--- config.mk ---
export PLATFORM = sky130hd
export DESIGN_NAME = uxn1330_host_bridge_flat
export DESIGN_NICKNAME = d
export VERILOG_FILES = /design/src/rtl/uxn1330_host_bridge_if.sv /design/src/rtl/uxn1330_host_bridge.sv /design/src/flat_wrapper.sv
export SDC_FILE = /design/constraint.sdc
export NUM_CORES = 1
export LEC_CHECK = 0
export ABC_AREA = 1
export CELL_PAD_IN_SITES_DETAIL_PLACEMENT = 1
export CELL_PAD_IN_SITES_GLOBAL_PLACEMENT = 2
export CORE_UTILIZATION = 31
export DETAILED_ROUTE_END_ITERATION = 12
export PLACE_DENSITY = 0.86
export SETUP_SLACK_MARGIN = 0.02
export SLEW_MARGIN = 20
export SYNTH_ARGS = -nofsm -noshare
export SYNTH_HDL_FRONTEND = slang
export SYNTH_SLANG_ARGS = --single-unit
--- constraint.sdc ---
create_clock -name clk -period 6.1 [get_ports clk]
set_input_delay 1.22 -clock clk [delete_from_list [all_inputs] [get_ports clk]]
set_output_delay 1.22 -clock clk [all_outputs]
set_load 0.1 [all_outputs]
--- src/rtl/uxn1330_host_bridge_if.sv ---
// Host terminal + memory user-port bundle for the UXN1330 host bridge.
// Pure wiring, no latency of its own.
// slave = the bridge; master = FX3 host and memory controller side.
interface uxn1330_host_bridge_if;
    logic        host_cmd_valid;
    logic        host_cmd_ready;
    logic        host_cmd_wr;
    logic [15:0] host_term;
    logic [29:0] host_addr;
    logic [31:0] host_len;
    logic [7:0]  host_wdata;
    logic        host_wvalid;
    logic        host_wready;
    logic [7:0]  host_rdata;
    logic        host_rvalid;
    logic        host_rready;
    logic        host_done;
    logic        pll_locked;
    logic        calib_done;
    logic        mem_cmd_valid;
    logic        mem_cmd_ready;
    logic        mem_cmd_we;
    logic [27:0] mem_cmd_addr;
    logic [31:0] mem_wdata;
    logic [3:0]  mem_wmask;
    logic [31:0] mem_rdata;
    logic        mem_rvalid;

    modport slave (
        input  host_cmd_valid, host_cmd_wr, host_term, host_addr, host_len,
               host_wdata, host_wvalid, host_rready, pll_locked, calib_done,
               mem_cmd_ready, mem_rdata, mem_rvalid,
        output host_cmd_ready, host_wready, host_rdata, host_rvalid, host_done,
               mem_cmd_valid, mem_cmd_we, mem_cmd_addr, mem_wdata, mem_wmask
    );

    modport master (
        output host_cmd_valid, host_cmd_wr, host_term, host_addr, host_len,
               host_wdata, host_wvalid, host_rready, pll_locked, calib_done,
               mem_cmd_ready, mem_rdata, mem_rvalid,
        input  host_cmd_ready, host_wready, host_rdata, host_rvalid, host_done,
               mem_cmd_valid, mem_cmd_we, mem_cmd_addr, mem_wdata, mem_wmask
    );
endinterface

--- src/rtl/uxn1330_host_bridge.sv ---
// Host terminal bridge: register get/set (FPGA, DRAM_CTRL) and DRAM byte streams; makes resetb.
// Latency: register bytes one per two clocks; DRAM reads one word in flight, writes flush per word.
// Backpressure: host_wready drops while a flush is stalled; read bytes held until host_rready.
// Optional DRAM bound check (reads 0, no write, sticky status bit2) via DRAM_RANGE_CHECK_EN.
module uxn1330_host_bridge #(
    parameter logic [15:0] VERSION        = 16'h0130,
    parameter logic [15:0] TERM_FPGA      = 16'h0001,
    parameter logic [15:0] TERM_DRAM_CTRL = 16'h0002,
    parameter logic [15:0] TERM_DRAM      = 16'h0003,
    parameter int          RESET_CYCLES   = 16
`ifdef DRAM_RANGE_CHECK_EN
    ,
    parameter int          DRAM_BYTES     = 2**26
`endif
) (
    input  logic                  clk,
    input  logic                  reset,
    output logic                  resetb,
    uxn1330_host_bridge_if.slave  bus
);
    typedef enum logic [2:0] {IDLE, REG_RD, REG_WR, MEM_WAIT, MEM_RD, MEM_WR, DONE} state_t;

    state_t      state_q;
    logic [15:0] rst_cnt_q;
    logic        wr_q;
    logic [15:0] term_q;
    logic [29:0] addr_q;
    logic [31:0] cnt_q;
    logic [31:0] bidx_q;
    logic [7:0]  rdata_q;
    logic        rvalid_q;
    logic        mvalid_q;
    logic        mwe_q;
    logic [27:0] maddr_q;
    logic [31:0] mwdata_q;
    logic [3:0]  mwmask_q;
    logic [31:0] wbuf_q;
    logic [3:0]  wmask_q;
    logic [31:0] rword_q;
    logic        rword_vld_q;
    logic        rd_pend_q;
    logic        range_err_q;

    logic [1:0]  lane;
    logic        last_byte;
    logic        flush_busy;
    logic        in_range;
    logic [15:0] reg_word;
    logic [7:0]  reg_byte;
    logic [31:0] wbuf_d;
    logic [3:0]  wmask_d;
    logic        wr_fire;

    assign resetb             = (rst_cnt_q == 16'(RESET_CYCLES));
    assign bus.host_cmd_ready = resetb & (state_q == IDLE);
    assign bus.host_wready    = ((state_q == REG_WR) | ((state_q == MEM_WR) & ~flush_busy))
                                & (cnt_q != 32'd0);
    assign bus.host_rdata     = rdata_q;
    assign bus.host_rvalid    = rvalid_q;
    assign bus.host_done      = (state_q == DONE);
    assign bus.mem_cmd_valid  = mvalid_q;
    assign bus.mem_cmd_we     = mwe_q;
    assign bus.mem_cmd_addr   = maddr_q;
    assign bus.mem_wdata      = mwdata_q;
    assign bus.mem_wmask      = mwmask_q;
    assign wr_fire            = bus.host_wvalid & bus.host_wready;

    // Byte lane, register byte selection and write-buffer merge for the current byte.
    always_comb begin
        lane       = addr_q[1:0];
        last_byte  = (cnt_q == 32'd1);
        flush_busy = mvalid_q & ~bus.mem_cmd_ready;
`ifdef DRAM_RANGE_CHECK_EN
        in_range   = ({2'b00, addr_q} < 32'(DRAM_BYTES));
`else
        in_range   = 1'b1;
`endif
        reg_word = 16'h0000;
        if (addr_q == 30'd0) begin
            if (term_q == TERM_FPGA)
                reg_word = VERSION;
            else if (term_q == TERM_DRAM_CTRL)
                reg_word = {13'd0, range_err_q, bus.calib_done, bus.pll_locked};
        end
        reg_byte = (bidx_q == 32'd0) ? reg_word[7:0] :
                   (bidx_q == 32'd1) ? reg_word[15:8] : 8'h00;
        wbuf_d = wbuf_q;
        wbuf_d[{lane, 3'b000} +: 8] = bus.host_wdata;
        wmask_d = wmask_q;
        if (in_range)
            wmask_d[lane] = 1'b1;
    end

    // Power-on style counter: resetb rises RESET_CYCLES clocks after reset drops.
    always_ff @(posedge clk) begin
        if (reset)
            rst_cnt_q <= 16'd0;
        else if (!resetb)
            rst_cnt_q <= rst_cnt_q + 16'd1;
    end

    // Command FSM with all host/memory outputs registered; reset aborts and drops partial words.
    always_ff @(posedge clk) begin
        if (reset) begin
            state_q     <= IDLE;
            wr_q        <= 1'b0;
            term_q      <= 16'd0;
            addr_q      <= 30'd0;
            cnt_q       <= 32'd0;
            bidx_q      <= 32'd0;
            rdata_q     <= 8'd0;
            rvalid_q    <= 1'b0;
            mvalid_q    <= 1'b0;
            mwe_q       <= 1'b0;
            maddr_q     <= 28'd0;
            mwdata_q    <= 32'd0;
            mwmask_q    <= 4'd0;
            wbuf_q      <= 32'd0;
            wmask_q     <= 4'd0;
            rword_q     <= 32'd0;
            rword_vld_q <= 1'b0;
            rd_pend_q   <= 1'b0;
            range_err_q <= 1'b0;
        end else begin
            if (mvalid_q & bus.mem_cmd_ready)
                mvalid_q <= 1'b0;
            case (state_q)
                IDLE: begin
                    if (bus.host_cmd_valid & bus.host_cmd_ready) begin
                        wr_q        <= bus.host_cmd_wr;
                        term_q      <= bus.host_term;
                        addr_q      <= bus.host_addr;
                        cnt_q       <= bus.host_len;
                        bidx_q      <= 32'd0;
                        wmask_q     <= 4'd0;
                        rword_vld_q <= 1'b0;
                        rd_pend_q   <= 1'b0;
                        if (bus.host_len == 32'd0)
                            state_q <= DONE;
                        else if (bus.host_term == TERM_DRAM)
                            state_q <= MEM_WAIT;
                        else
                            state_q <= bus.host_cmd_wr ? REG_WR : REG_RD;
                    end
                end
                REG_RD: begin
                    if (!rvalid_q) begin
                        rdata_q  <= reg_byte;
                        rvalid_q <= 1'b1;
                        if (term_q == TERM_DRAM_CTRL && addr_q == 30'd0 && bidx_q == 32'd0)
                            range_err_q <= 1'b0;
                    end else if (bus.host_rready) begin
                        rvalid_q <= 1'b0;
                        bidx_q   <= bidx_q + 32'd1;
                        cnt_q    <= cnt_q - 32'd1;
                        if (last_byte)
                            state_q <= DONE;
                    end
                end
                REG_WR: begin
                    if (wr_fire) begin
                        cnt_q <= cnt_q - 32'd1;
                        if (last_byte)
                            state_q <= DONE;
                    end
                end
                MEM_WAIT: begin
                    if (bus.calib_done)
                        state_q <= wr_q ? MEM_WR : MEM_RD;
                end
                MEM_WR: begin
                    if (wr_fire) begin
                        addr_q <= addr_q + 30'd1;
                        cnt_q  <= cnt_q - 32'd1;
                        if (!in_range)
                            range_err_q <= 1'b1;
                        if (lane == 2'd3 || last_byte) begin
                            wmask_q <= 4'd0;
                            if (wmask_d != 4'd0) begin
                                mvalid_q <= 1'b1;
                                mwe_q    <= 1'b1;
                                maddr_q  <= addr_q[29:2];
                                mwdata_q <= wbuf_d;
                                mwmask_q <= wmask_d;
                            end
                        end else begin
                            wbuf_q  <= wbuf_d;
                            wmask_q <= wmask_d;
                        end
                    end else if (cnt_q == 32'd0 && !flush_busy) begin
                        state_q <= DONE;
                    end
                end
                MEM_RD: begin
                    if (mvalid_q & bus.mem_cmd_ready)
                        rd_pend_q <= 1'b1;
                    if (rvalid_q) begin
                        if (bus.host_rready) begin
                            rvalid_q <= 1'b0;
                            addr_q   <= addr_q + 30'd1;
                            cnt_q    <= cnt_q - 32'd1;
                            if (lane == 2'd3)
                                rword_vld_q <= 1'b0;
                            if (last_byte)
                                state_q <= DONE;
                        end
                    end else if (rword_vld_q) begin
                        rdata_q  <= rword_q[{lane, 3'b000} +: 8];
                        rvalid_q <= 1'b1;
                    end else if (rd_pend_q) begin
                        if (bus.mem_rvalid) begin
                            rword_q     <= bus.mem_rdata;
                            rword_vld_q <= 1'b1;
                            rd_pend_q   <= 1'b0;
                        end
                    end else if (!mvalid_q) begin
                        if (in_range) begin
                            mvalid_q <= 1'b1;
                            mwe_q    <= 1'b0;
                            maddr_q  <= addr_q[29:2];
                        end else begin
                            // Out-of-range word: no memory traffic, bytes read as zero.
                            rword_q     <= 32'd0;
                            rword_vld_q <= 1'b1;
                            range_err_q <= 1'b1;
                        end
                    end
                end
                DONE:    state_q <= IDLE;
                default: state_q <= IDLE;
            endcase
        end
    end
endmodule

--- src/flat_wrapper.sv ---
// flat-port wrapper written by rule: the top's interface ports become plain ports
module uxn1330_host_bridge_flat 
#(
    parameter logic [15:0] VERSION        = 16'h0130,
    parameter logic [15:0] TERM_FPGA      = 16'h0001,
    parameter logic [15:0] TERM_DRAM_CTRL = 16'h0002,
    parameter logic [15:0] TERM_DRAM      = 16'h0003,
    parameter int          RESET_CYCLES   = 16

)
  (clk, reset, resetb, bus_host_cmd_valid, bus_host_cmd_wr, bus_host_term, bus_host_addr, bus_host_len, bus_host_wdata, bus_host_wvalid, bus_host_rready, bus_pll_locked, bus_calib_done, bus_mem_cmd_ready, bus_mem_rdata, bus_mem_rvalid, bus_host_cmd_ready, bus_host_wready, bus_host_rdata, bus_host_rvalid, bus_host_done, bus_mem_cmd_valid, bus_mem_cmd_we, bus_mem_cmd_addr, bus_mem_wdata, bus_mem_wmask);
  uxn1330_host_bridge_if bus_i ();
  input  logic clk;
  input  logic reset;
  output logic resetb;
  input wire logic [$bits(bus_i.host_cmd_valid)-1:0] bus_host_cmd_valid;
  input wire logic [$bits(bus_i.host_cmd_wr)-1:0] bus_host_cmd_wr;
  input wire logic [$bits(bus_i.host_term)-1:0] bus_host_term;
  input wire logic [$bits(bus_i.host_addr)-1:0] bus_host_addr;
  input wire logic [$bits(bus_i.host_len)-1:0] bus_host_len;
  input wire logic [$bits(bus_i.host_wdata)-1:0] bus_host_wdata;
  input wire logic [$bits(bus_i.host_wvalid)-1:0] bus_host_wvalid;
  input wire logic [$bits(bus_i.host_rready)-1:0] bus_host_rready;
  input wire logic [$bits(bus_i.pll_locked)-1:0] bus_pll_locked;
  input wire logic [$bits(bus_i.calib_done)-1:0] bus_calib_done;
  input wire logic [$bits(bus_i.mem_cmd_ready)-1:0] bus_mem_cmd_ready;
  input wire logic [$bits(bus_i.mem_rdata)-1:0] bus_mem_rdata;
  input wire logic [$bits(bus_i.mem_rvalid)-1:0] bus_mem_rvalid;
  output wire logic [$bits(bus_i.host_cmd_ready)-1:0] bus_host_cmd_ready;
  output wire logic [$bits(bus_i.host_wready)-1:0] bus_host_wready;
  output wire logic [$bits(bus_i.host_rdata)-1:0] bus_host_rdata;
  output wire logic [$bits(bus_i.host_rvalid)-1:0] bus_host_rvalid;
  output wire logic [$bits(bus_i.host_done)-1:0] bus_host_done;
  output wire logic [$bits(bus_i.mem_cmd_valid)-1:0] bus_mem_cmd_valid;
  output wire logic [$bits(bus_i.mem_cmd_we)-1:0] bus_mem_cmd_we;
  output wire logic [$bits(bus_i.mem_cmd_addr)-1:0] bus_mem_cmd_addr;
  output wire logic [$bits(bus_i.mem_wdata)-1:0] bus_mem_wdata;
  output wire logic [$bits(bus_i.mem_wmask)-1:0] bus_mem_wmask;
  assign bus_i.host_cmd_valid = bus_host_cmd_valid;
  assign bus_i.host_cmd_wr = bus_host_cmd_wr;
  assign bus_i.host_term = bus_host_term;
  assign bus_i.host_addr = bus_host_addr;
  assign bus_i.host_len = bus_host_len;
  assign bus_i.host_wdata = bus_host_wdata;
  assign bus_i.host_wvalid = bus_host_wvalid;
  assign bus_i.host_rready = bus_host_rready;
  assign bus_i.pll_locked = bus_pll_locked;
  assign bus_i.calib_done = bus_calib_done;
  assign bus_i.mem_cmd_ready = bus_mem_cmd_ready;
  assign bus_i.mem_rdata = bus_mem_rdata;
  assign bus_i.mem_rvalid = bus_mem_rvalid;
  assign bus_host_cmd_ready = bus_i.host_cmd_ready;
  assign bus_host_wready = bus_i.host_wready;
  assign bus_host_rdata = bus_i.host_rdata;
  assign bus_host_rvalid = bus_i.host_rvalid;
  assign bus_host_done = bus_i.host_done;
  assign bus_mem_cmd_valid = bus_i.mem_cmd_valid;
  assign bus_mem_cmd_we = bus_i.mem_cmd_we;
  assign bus_mem_cmd_addr = bus_i.mem_cmd_addr;
  assign bus_mem_wdata = bus_i.mem_wdata;
  assign bus_mem_wmask = bus_i.mem_wmask;
  uxn1330_host_bridge #(.VERSION(VERSION), .TERM_FPGA(TERM_FPGA), .TERM_DRAM_CTRL(TERM_DRAM_CTRL), .TERM_DRAM(TERM_DRAM), .RESET_CYCLES(RESET_CYCLES)) u_core (.clk(clk), .reset(reset), .resetb(resetb), .bus(bus_i));
endmodule
==> impl_metrics.py <==
metrics = {
    "status": {
        "status": "completed",
    },
    "clocking": {
        "htreeDepth": 2,
        "post_cts_buffers": 0,
        "cts_made_buffers": 35,
        "clock_sinks": 275,
        "clock_latency_ps": 550,
        "cts.reportedPaths.clkPinSlew_ps": 60,
        "cts_buffer_depth": 3,
        "cts_root_buf": "clkbuf_16",
        "tritoncts": "done",
        "postCtsResizedCells": 0,
        "cts_hold_buffers": 0,
    },
    "min_path": {
        "hold_path.class": "reg2reg",
    },
    "routing": {
        "drt_iter0_markers": 901,
        "wl_per_cell_um": 16.7,
        "highest_layer": "met4",
        "met2_length_um": 24500,
        "wl_met3_um": 1610,
        "drt-met1-wl_um": 23500,
        "route.detailed.drc": 0,
        "ant_nets": 0,
        "viasPerCell": 4.98,
        "vias": 15100,
        "drt_pass1_iterations": 5,
        "wl_um": 50700,
    },
    "sta": {
        "rsz0062_at_grt": "false",
        "period_needed_ps": 4740,
        "drv_slew": 0,
        "setup_violations": 0,
        "fin_crit_sh_pct": 77.7,
        "tns_ps": 0,
        "slew_headroom_pct": 29.0,
        "fmax_ghz": 0.211,
        "final.setup_skew_ps": 14.0,
        "hold_viol": 0,
        "tightestPinTransition_ps": 1060,
    },
    "global_routing": {
        "grt_pass1_vias": 15800,
        "grt_use_total_pct": 21.4,
        "antenna_found_initial": 0,
        "globalRouteOverflowTotal": 0,
        "grt_max_degree": 111,
        "grt_pass1_wl_um": 81700,
    },
    "logic_synthesis": {
        "netlist_area_mm2": 0.0144,
        "yosysUniqueCellTypes": 46,
        "synth_edf_count": 0,
        "synthFlopType": "dfxtp_1",
        "yosysWarnings": 0,
        "ys_seq_area_share_pct": 38.2,
        "async_flop_share_pct": 0,
        "yosys.area.top_type": "dfxtp_1",
        "synth_common_cells": "nand2_1 (489), nor2_1 (453), dfxtp_1 (275), inv_1 (218), o21ai_0 (185)",
        "syn_nets": 2399,
        "synth_area_per_cell_um2": 6.39,
        "synth_area_leaders": "dfxtp_1 (38%), nand2_1 (13%), nor2_1 (12%), o21ai_0 (6.4%), a21oi_1 (5.9%)",
        "synth_cells": 2256,
        "synth.most_common_cell": "nand2_1",
        "synth-seq-cells": 275,
        "synth_top_area_share_pct": 38.2,
    },
    "setup_path": {
        "worst_setup_path_end_kind": "output pin",
        "setup.worst_path.class": "in2out",
        "cp.arrival_ps": 3520,
        "path_max_fanout": 3,
        "required_ps": 4880,
        "cp-start-kind": "input port",
    },
    "floorplan": {
        "die-area_mm2": 0.0474,
        "die_w_um": 218,
        "row_count": 78,
        "coreArea_mm2": 0.0456,
        "ioPinCount": 207,
        "die_y_um": 218,
        "initial_utilization_pct": 31.6,
    },
    "layout": {
        "drive_above_1_share_pct": 4.38,
        "layout.nets": 2559,
        "diodes": 0,
        "utilization_pct": 39.5,
        "area_growth_pct": 24.8,
    },
    "place": {
        "dp_hpwl_um": 36400,
        "gp_congestion": 0.841,
        "portBuffers": 206,
    },
    "power_and_ir_drop": {
        "ir_worst_vdd_v": 0.000216,
        "powerDensity_mw_per_mm2": 325,
        "leakagePower_uw": 0.00735,
    },
    "job": {
        "drv_cap": 0,
    },
}
cells in the final DEF (no fill, tap or decap), types with 5 or more instances in the layout:
cell type / instances
a211oi_1: 8
a21oi_1: 170
buf_4: 13
clkbuf_1: 6
clkbuf_16: 36
clkbuf_8: 7
clkdlybuf4s50_1: 205
clkinv_2: 9
dfxtp_1: 275
ha_1: 15
inv_1: 216
nand2_1: 489
nand2_2: 8
nand2_4: 6
nand3_1: 146
nand4_1: 31
nor2_1: 453
nor2_2: 5
nor3_1: 35
o21ai_0: 185
o21ai_1: 17
o22ai_1: 24
o31ai_1: 7
o32ai_1: 8
xnor2_1: 7
xor2_1: 9
path summary, 6_finish.rpt:
kind / end / startpoint / slack, ps / cells after the start
worst min-delay path: u_core.wbuf_q[13] / u_core.wbuf_q[13] / 450 / 2
worst max-delay path: bus_host_wready / bus_mem_cmd_ready / 1360 / 6
worst min register to register: u_core.wbuf_q[13] / u_core.wbuf_q[13] / 450 / 2
worst max register to register: u_core.cnt_q[4] / u_core.state_q[2] / 2720 / 12
routing by layer:
metal,up-vias,GRT usage (%)
li1,7617,-
met1,7225,26.9
met4,0,6.46
met2,232,37.7
met3,71,2.83
met5,-,0
critical path, stage by stage:
cell and delay [ps]:
clkdlybuf4s50_1 530, inv_1 60, nand2_1 210, o21ai_2 140
nor2_4 190, clkdlybuf4s50_1 1160
power breakdown:
| part | total, uW | internal [uW] | switching, uW | leakage, uW |
|---|---|---|---|---|
| logic | 1850 | 595 | 1260 | 0.00458 |
| clock network | 2020 | 1170 | 854 | 0.000548 |
| registers | 1970 | 1880 | 94.3 | 0.00222 |
| total | 5850 | 3640 | 2210 | 0.00735 |
flip-flops by register name, indices dropped and copies added, names as in the netlist, 16 cells and up:
register and flops:
u_core.addr_q 30, u_core.bidx_q 32, u_core.bus.mem_cmd_addr 28, u_core.bus.mem_wdata 32
u_core.cnt_q 32, u_core.rst_cnt_q 16, u_core.rword_q 32, u_core.term_q 16
u_core.wbuf_q 32
through the flow:
step                instance area, um2  cells  hold WS (ps)  total power, uW  setup slack [ps]
finish                           18000   3041           453             5850              1360
global route                     18000   3041           478             6240              1330
CTS                              18000   3041           457             5930              1380
detailed placement               16900   2979           449             3870              1390
global placement                 16900   2979           439             3820              1400
floorplan                        14400   2256           423             3330              2760
area by class of cell:
| class | count | area (um2) |
|---|---|---|
| Tap cell | 600 | 751 |
| Clock inverter | 13 | 85.1 |
| Timing Repair Buffer | 219 | 2150 |
| Sequential cell | 275 | 5510 |
| Fill cell | 5851 | 27600 |
| Inverter | 223 | 845 |
| Multi-Input combinational cell | 1662 | 7630 |
| Clock buffer | 49 | 1020 |
logic make-up after synthesis:
logic type | synth area share (%)
xor+xnor | 0.972
simple gates | 34.5
flops | 38.2
compound gates | 16.1
buf+inv | 8.90
fa+ha+maj | 1.30
No activity file was read; power rests on OpenSTA's default activity.
